**src/rtl/alu_mult_seq.sv**
```systemverilog
// alu_mult_seq -- iterative 32x32 multiplier for MULT/MULTU into HI/LO.
//
// The block has no adder of its own. It drives the shared ALU from the
// initiator side and issues one ALU operation per cycle. Operand
// conditioning, 32 shift-add iterations and the final sign fix are
// sequenced by an internal FSM.
//
// Ports:
//   CLK        in   rising-edge system clock
//   nRST       in   synchronous active-low reset
//   start      in   request a multiply (sampled only in IDLE)
//   is_signed  in   1 = MULT (two's complement), 0 = MULTU
//   mcand      in   multiplicand (sampled with start)
//   mplier     in   multiplier   (sampled with start)
//   busy       out  high in every state except IDLE and DONE
//   done       out  one-cycle pulse, hi/lo valid
//   hi, lo     out  product bits [63:32] / [31:0], held until next start
//   aluop      out  operation requested from the ALU
//   port_a/b   out  ALU operands
//   alu_out    in   ALU result
//   alu_ovf    in   ALU carry-out (bit 32 of A+B for ALU_ADD)

package cpu_types_pkg;
  typedef logic [31:0] word_t;

  typedef enum logic [3:0] {
    ALU_SLL,
    ALU_SRL,
    ALU_ADD,
    ALU_SUB,
    ALU_AND,
    ALU_OR,
    ALU_XOR,
    ALU_NOR,
    ALU_SLT,
    ALU_SLTU
  } aluop_t;
endpackage

module alu_mult_seq
  import cpu_types_pkg::*;
(
  input  logic   CLK,
  input  logic   nRST,
  input  logic   start,
  input  logic   is_signed,
  input  word_t  mcand,
  input  word_t  mplier,
  output logic   busy,
  output logic   done,
  output word_t  hi,
  output word_t  lo,
  output aluop_t aluop,
  output word_t  port_a,
  output word_t  port_b,
  input  word_t  alu_out,
  input  logic   alu_ovf
);

  typedef enum logic [2:0] {
    S_IDLE,
    S_NEG_A,
    S_NEG_B,
    S_ITER,
    S_FIX_LO,
    S_FIX_HI,
    S_DONE
  } state_t;

  state_t     state_q, state_d;
  word_t      mc_q, mc_d;
  word_t      acc_q, acc_d;
  word_t      lo_q, lo_d;
  logic [5:0] cnt_q, cnt_d;
  logic       neg_q, neg_d;
  logic       z_q, z_d;

  always_comb begin
    state_d = state_q;
    mc_d    = mc_q;
    acc_d   = acc_q;
    lo_d    = lo_q;
    cnt_d   = cnt_q;
    neg_d   = neg_q;
    z_d     = z_q;
    aluop   = ALU_ADD;
    port_a  = '0;
    port_b  = '0;

    case (state_q)
      S_IDLE: begin
        if (start) begin
          mc_d  = mcand;
          lo_d  = mplier;
          acc_d = '0;
          cnt_d = '0;
          neg_d = is_signed & (mcand[31] ^ mplier[31]);
          if (is_signed && mcand[31])
            state_d = S_NEG_A;
          else if (is_signed && mplier[31])
            state_d = S_NEG_B;
          else
            state_d = S_ITER;
        end
      end

      S_NEG_A: begin
        aluop  = ALU_SUB;
        port_b = mc_q;
        mc_d   = alu_out;
        // NEG_A is only reachable for a signed op and lo still holds the
        // raw multiplier, so its sign bit decides whether NEG_B follows.
        state_d = lo_q[31] ? S_NEG_B : S_ITER;
      end

      S_NEG_B: begin
        aluop   = ALU_SUB;
        port_b  = lo_q;
        lo_d    = alu_out;
        state_d = S_ITER;
      end

      S_ITER: begin
        port_a = acc_q;
        port_b = lo_q[0] ? mc_q : '0;
        // Right shift of {carry, sum, lo}: the multiplier bits drain out of
        // lo while the low product bits shift in from the sum.
        {acc_d, lo_d} = {alu_ovf, alu_out, lo_q[31:1]};
        cnt_d = cnt_q + 6'd1;
        if (cnt_q == 6'd31)
          state_d = neg_q ? S_FIX_LO : S_DONE;
      end

      S_FIX_LO: begin
        aluop   = ALU_SUB;
        port_b  = lo_q;
        lo_d    = alu_out;
        z_d     = (lo_q == '0);
        state_d = S_FIX_HI;
      end

      S_FIX_HI: begin
        // 64-bit negate: hi = ~hi + borrow-free flag from the low half.
        port_a  = ~acc_q;
        port_b  = {31'b0, z_q};
        acc_d   = alu_out;
        state_d = S_DONE;
      end

      S_DONE: state_d = S_IDLE;

      default: state_d = S_IDLE;
    endcase
  end

  always_ff @(posedge CLK) begin
    if (!nRST) begin
      state_q <= S_IDLE;
      mc_q    <= '0;
      acc_q   <= '0;
      lo_q    <= '0;
      cnt_q   <= '0;
      neg_q   <= 1'b0;
      z_q     <= 1'b0;
    end else begin
      state_q <= state_d;
      mc_q    <= mc_d;
      acc_q   <= acc_d;
      lo_q    <= lo_d;
      cnt_q   <= cnt_d;
      neg_q   <= neg_d;
      z_q     <= z_d;
    end
  end

  assign busy = (state_q != S_IDLE) && (state_q != S_DONE);
  assign done = (state_q == S_DONE);
  assign hi   = acc_q;
  assign lo   = lo_q;

endmodule

```
**config.mk**
```make
export PLATFORM = sky130hd
export DESIGN_NAME = alu_mult_seq
export DESIGN_NICKNAME = d
export VERILOG_FILES = /design/src/rtl/alu_mult_seq.sv
export SDC_FILE = /design/constraint.sdc
export NUM_CORES = 1
export LEC_CHECK = 0
export ABC_AREA = 1
export BUFFER_PORTS_ARGS = -buffer_cell sky130_fd_sc_hd__buf_2
export CAP_MARGIN = 10
export CELL_PAD_IN_SITES_DETAIL_PLACEMENT = 1
export CELL_PAD_IN_SITES_GLOBAL_PLACEMENT = 2
export CORE_ASPECT_RATIO = 2
export CORE_UTILIZATION = 25
export DETAILED_ROUTE_END_ITERATION = 10
export PLACE_DENSITY_LB_ADDON = 0.3
export SLEW_MARGIN = 10
export SYNTH_ARGS = -nofsm -noshare
export SYNTH_HDL_FRONTEND = slang
export SYNTH_SLANG_ARGS = --single-unit
```
**constraint.sdc**
```tcl
create_clock -name CLK -period 2.3 [get_ports CLK]
set_input_delay 0.575 -clock CLK [delete_from_list [all_inputs] [get_ports CLK]]
set_output_delay 0.575 -clock CLK [all_outputs]
set_load 0.01 [all_outputs]
```
==> results.toml, run 1 <==
[final_layout]
commonest_non_fill_non_tap_cells_in_the_layout = "nand2_1 (319), buf_2 (230), nor2_1 (219)"
fin_nets = 1448
layout.cells.most_common = "nand2_1"
post_route_cells_drive_above_1_share = 0.2309
final_cell_area_mm2 = 0.008791
post_layout_nonfiller_instances = 1697
synthToLayoutAreaGrowth_pct = 33.40

[grt]
grt_first_pass_wirelength_um = 43230
groute.usage.overall = 0.2139
number_of_global_route_vias_before_repair = 7802
antenna_violations_before_repair = 7
grt_start_max_net_pins = 61
grt_remaining_overflow = 0

[drt]
drt_first_iter_violations = 257
remaining_drc_errors = 0
vias = 7988
routed_wire_length_per_instance_um = 17.12
routed_wirelength_um = 29050
firstDrtPassIters = 4
route.detailed.vias_per_inst = 4.707
ant_nets = 0

[synthesis]
yosys.area.top_type = "dfxtp_1"
synth_top_cell_area_share = 0.3250
avgSynthCellArea_um2 = 5.740
synth.ff_latch_count = 107
synth.yosys.warnings = 0
synth-seq-area-share = 0.3250
post_synth_instance_area_mm2 = 0.006590
syn-instance-count = 1148
netlist_top_cells_area = "dfxtp_1 (33%), nand2_1 (18%), nor2_1 (13%)"
synth.lib_cells_used.distinct = 24

[clock_tree]
clock_latency_late_sink_ns = 0.37
clock_tree.htree_level_count = 3
tritoncts.num_buffers = 9
cts_tree = "built"
cts-root-to-sink-buffers = 2
cts-root-buf = "clkbuf_16"
clkTransAtPathRegs_ns = 0.08
cts_sinks = 107
cts.hold.buffers_added = 0

[setup_path]
worst_ep_required_time_ns = 1.73
regToRegEndpoint = "lo[30]"
endpoint_kind = "primary output"
timing_worst_setup_path_type = "reg -> out"
timing.reg2reg.setup_slack_ns = 0.38
crit_path_end = "port_b[1]"
path_max_fanout = 6
cp-start-kind = "register"
crit-reg2reg-launch = "state_q[1]"
timing.reg2reg.worst_path_depth = 7
setup.worst_path.start = "state_q[0]"
worst-endpoint-arrival_ns = 1.68

[power]
power.leakage_nw = 4.630
worst_ir_drop_vdd_uv = 460.8
powerDensity_mw_per_mm2 = 1462
power_w = 0.01285

[placement]
port_buffers = 231
placedCellCount = 1667
detailed_place.area_mm2 = 0.008223
half_perimeter_wire_length_of_the_detailed_placement_result_um = 20800
gp_congestion = 0.7803

[flow_run]
drv_cap = 0

[timing]
timing.setup.tns_ns = 0
final.setup_skew_ns = 0.007001
fin_crit_ns = 2.253
hold_viol_final = 0
finalMaxSlewViolations = 0
post-route-period-util = 0.9797
report.final.setup_viol = 0
fmaxAchievable_mhz = 443.8

[die]
die-width_um = 116.8
placeableCoreArea_mm2 = 0.02575
io_pins = 235
die_area_mm2 = 0.02705
initial_utilization = 0.2559
die-height_um = 231.6
fp-row-count = 83

[status]
outcome = "finished clean"

[hold_path]
holdPathStages = 3
hold_path.startpoint = "mplier[3]"
hp-class = "in -> reg"
==> worst max-delay path: stages, from the launching register on <==
cell,delay [ns]
dfxtp_2,0.35
inv_2,0.09
nand2_1,0.13
nand2_4,0.13
nand2_8,0.09
o22ai_1,0.31
buf_2,0.21
==> synthesized netlist by cell type <==
library cell,n
ha_1,1
nand3_1,45
nand2_1,323
conb_1,2
inv_2,5
nand4_1,33
o22ai_1,62
a21oi_1,43
nor2_2,3
buf_1,10
o21ai_0,64
dfxtp_1,107
o21ai_2,1
buf_2,35
buf_4,3
o221ai_1,1
clkbuf_1,33
or2_2,1
nor3_2,1
o21ai_1,12
nor2_1,221
inv_1,140
nand3_2,1
nor3_1,1
==> where the power goes <==
| group | internal (W) | total, W | switching (W) |
|---|---|---|---|
| Combinational | 0.00277 | 0.00766 | 0.00488 |
| Sequential | 0.00269 | 0.00340 | 0.000709 |
| Clock | 0.00101 | 0.00179 | 0.000777 |
==> cell families (layout without fill, tap and decap cells) <==
group,count (synthesis),after routing,synth area share
AO/OA/AOI/OAI,183,183,0.1519
AND/OR/NAND/NOR,629,629,0.3830
adder cells (fa/ha/maj),1,1,0.001898
flip-flops,107,107,0.3250
buffers and inverters,226,428,0.1371
other,2,9,0.001140
==> sequential cells by signal, indices dropped and copies added (netlist names) <==
signal / flops
cnt_q: 6
hi: 32
neg_q: 1
z_q: 1
state_q: 3
lo: 32
mc_q: 32
==> worst min path at each step <==
stage	endpoint
5_1_grt	lo[10]
3_5_place_dp	neg_q
6_report	lo[3]
3_3_place_gp	neg_q
2_1_floorplan	neg_q
4_1_cts	lo[8]
==> cell type report <==
cell class / count / area [µm²]
diodes: 6 / 15.01
clock buffers: 12 / 256.5
clock inverters: 4 / 72.57
fillers: 3528 / 16960
inverters: 145 / 546.8
multi-input cells: 816 / 3676
flip-flops and latches: 107 / 2151
well taps: 340 / 425.4
repair buffers: 267 / 1648
==> per-stage QoR <==
step                        util  setup WS, ns  hold slack, ns
after global routing      0.3413      -0.02477          0.4543
after CTS                 0.3333     -0.009080          0.4324
after detailed placement  0.3193        0.2037          0.4498
after floorplan                -        0.3553          0.4299
after global placement    0.3193        0.2457          0.4420
final                     0.3413       0.04674          0.4453
==> per-layer routing <==
metal | global-route usage | vias up | share of wire
met3 | 0.02929 | 30 | 0.030
li1 | - | 4007 | -
met2 | 0.3830 | 171 | 0.54
met5 | 0 | - | 0.00045
met4 | 0.09771 | 2 | 0.023
met1 | 0.2451 | 3778 | 0.41
==> repair_timing <==
item / CTS / global route
endpoints found under the setup margin: 58 / 56
gates cloned: 0 / 4
pin swaps: 0 / 2
resized for setup: 11 / 20
buffers inserted: 0 / 4
Note: power is estimated with default switching activity, not from simulation.
==> run 2, diff against run 1 <==
Settings changed: CORE_MARGIN from default to 1.5, MAX_ROUTING_LAYER from default to met4.
==> run 2 against run 1 <==
Count of clock-buffer cells in the layout fell by 1. Register-to-register slack better by 0.04 ns. Largest cell class unchanged. Cell count grew 0.29%. Non-clock buffer count up 10.
==> results.toml, run 2 (synthesis results as in run 1) <==
[final_layout]
fillerInstances = 3530
layout.cells.most_common = "nand2_1"
synthToLayoutAreaGrowth_pct = 32.64
commonest_non_fill_non_tap_cells_in_the_layout = "nand2_1 (319), buf_2 (230), nor2_1 (219)"
post_route_cells_drive_above_1_share = 0.2329
final_cell_area_mm2 = 0.008741
fin_nets = 1458

[setup_path]
crit_path_cell_trace = "buf_4, nor2_2, o21ai_4, buf_12, o22ai_2, buf_2"
endpoint_kind = "primary output"
cpMaxStageDelayCell = "dfxtp_4"
worst_ep_required_time_ns = 1.73
crit_path_max_incr_delay_ns = 0.34
worst-endpoint-arrival_ns = 1.66
path_max_fanout = 31
timing_worst_setup_path_type = "reg -> out"
cp-start-kind = "register"

[drt]
drt_first_iter_violations = 340
route.detailed.vias_per_inst = 4.676
firstDrtPassIters = 4
ant_nets = 0
routed_wirelength_um = 29450
remaining_drc_errors = 0
vias = 7959
routed_wire_length_per_instance_um = 17.30

[timing]
finalMaxSlewViolations = 0
final.setup_skew_ns = 0.005849
report.final.setup_viol = 0
fmaxAchievable_mhz = 448.0
hold_viol_final = 0
rsz_0062_raised_after_global_routing = "false"
fin_crit_ns = 2.232
post-route-period-util = 0.9704
timing.setup.tns_ns = 0

[status]
outcome = "finished clean"

[clock_tree]
cts_tree = "built"
clock_tree.htree_level_count = 3
clock_latency_late_sink_ns = 0.37
cts-root-to-sink-buffers = 2
cts-root-buf = "clkbuf_16"
cts_sinks = 107
clkTransAtPathRegs_ns = 0.07
tritoncts.num_buffers = 9

[grt]
antenna_violations_before_repair = 5
grt_start_max_net_pins = 53
groute.usage.overall = 0.2149
grt_first_pass_wirelength_um = 44340
number_of_global_route_vias_before_repair = 8067
grt_remaining_overflow = 0

[hold_path]
hp-class = "in -> reg"

[flow_run]
drv_cap = 0

[placement]
detailed_place.area_mm2 = 0.008228
half_perimeter_wire_length_of_the_detailed_placement_result_um = 20990
gp_congestion = 0.8367
port_buffers = 231

[power]
share_clk_of_total_power = 0.115
switchingPower_w = 0.006332
worst_ir_drop_vdd_uv = 561.9
share_comb_of_total_power = 0.615
power.leakage_nw = 4.622
pwr-share-seq = 0.270
intPower_w = 0.006232
powerDensity_mw_per_mm2 = 1437
power.switching_fraction = 0.5040

[die]
die-height_um = 232.6
initial_utilization = 0.2559
io_pins = 235
die_area_mm2 = 0.02740
die-width_um = 117.8
placeableCoreArea_mm2 = 0.02575
fp-row-count = 83
==> run 2: cell types whose count changed in the layout (fill, tap and decap cells not counted), moves of 2 or more <==
cell,delta
buf_4,+11
bufinv_16,-2
o21ai_1,-8
clkbuf_8,-2
o21ai_0,+8
nand2_2,+2
==> run 2: timing repair <==
action,4_1_cts,5_1_grt
hold buffers,0,0
gates resized for setup,12,7
setup buffers,3,7
pin swaps,1,3
setup endpoints to repair,61,65
gates cloned,1,3
==> run 2: per-stage QoR <==
step	instances	worst slack [ns]	hold WS, ns	utilization	total power [W]
4_1_cts	1687	-0.0007286	0.4325	0.3330	0.01258
6_report	1702	0.06800	0.4461	0.3394	0.01256
3_5_place_dp	1671	0.2894	0.4540	0.3195	0.01090
3_3_place_gp	1671	0.3004	0.4456	0.3195	0.01075
2_1_floorplan	1149	0.3553	0.4299	-	0.007961
5_1_grt	1702	0.0003180	0.4407	0.3394	0.01378
==> run 2: worst max-delay path: cells and delay by family, from the launching register on <==
| family | cells | cell delay (ns) |
|---|---|---|
| buf+inv | 3 | 0.49 |
| simple gates | 1 | 0.14 |
| compound gates | 2 | 0.29 |
| flops | 1 | 0.34 |
==> run 2: per-layer routing <==
metal | GRT usage | up-vias | part of all wire
met3 | 0.02990 | 34 | 0.032
li1 | - | 4020 | -
met4 | 0.08041 | 0 | 0.030
met5 | - | - | 0
met2 | 0.3916 | 176 | 0.53
met1 | 0.2359 | 3729 | 0.41
==> run 2: path summary, 6_finish.rpt <==
| kind | from | end | slack (ns) | cells past startpoint |
|---|---|---|---|---|
| worst max-delay path | state_q[2] | port_b[2] | 0.07 | 6 |
| worst min-delay path | mplier[25] | lo[25] | 0.45 | 3 |
| worst max register to register | state_q[1] | lo[31] | 0.42 | 7 |
| worst min register to register | neg_q | neg_q | 0.46 | 2 |
==> run 2: cell type report <==
type                       instances  area [µm²]  share of cell area
sequential                       107        2151              0.2461
timing repair buffer             277        1714              0.1961
tap                              340       425.4             0.04867
clock inverter                     1       5.005           0.0005726
clock buffer                      11       232.7             0.02662
antenna                            5       12.51            0.001431
inverter                         145       544.3             0.06227
multi-input combinational        816        3656              0.4183
==> run 2: power by group through the flow <==
stage	Sequential, W	Combinational (W)	Clock (W)
after floorplan	0.00345	0.00452	0
after global placement	0.00343	0.00732	0
after detailed placement	0.00344	0.00746	0
after CTS	0.00341	0.00765	0.00152
after global routing	0.00351	0.00870	0.00157
final	0.00339	0.00772	0.00145
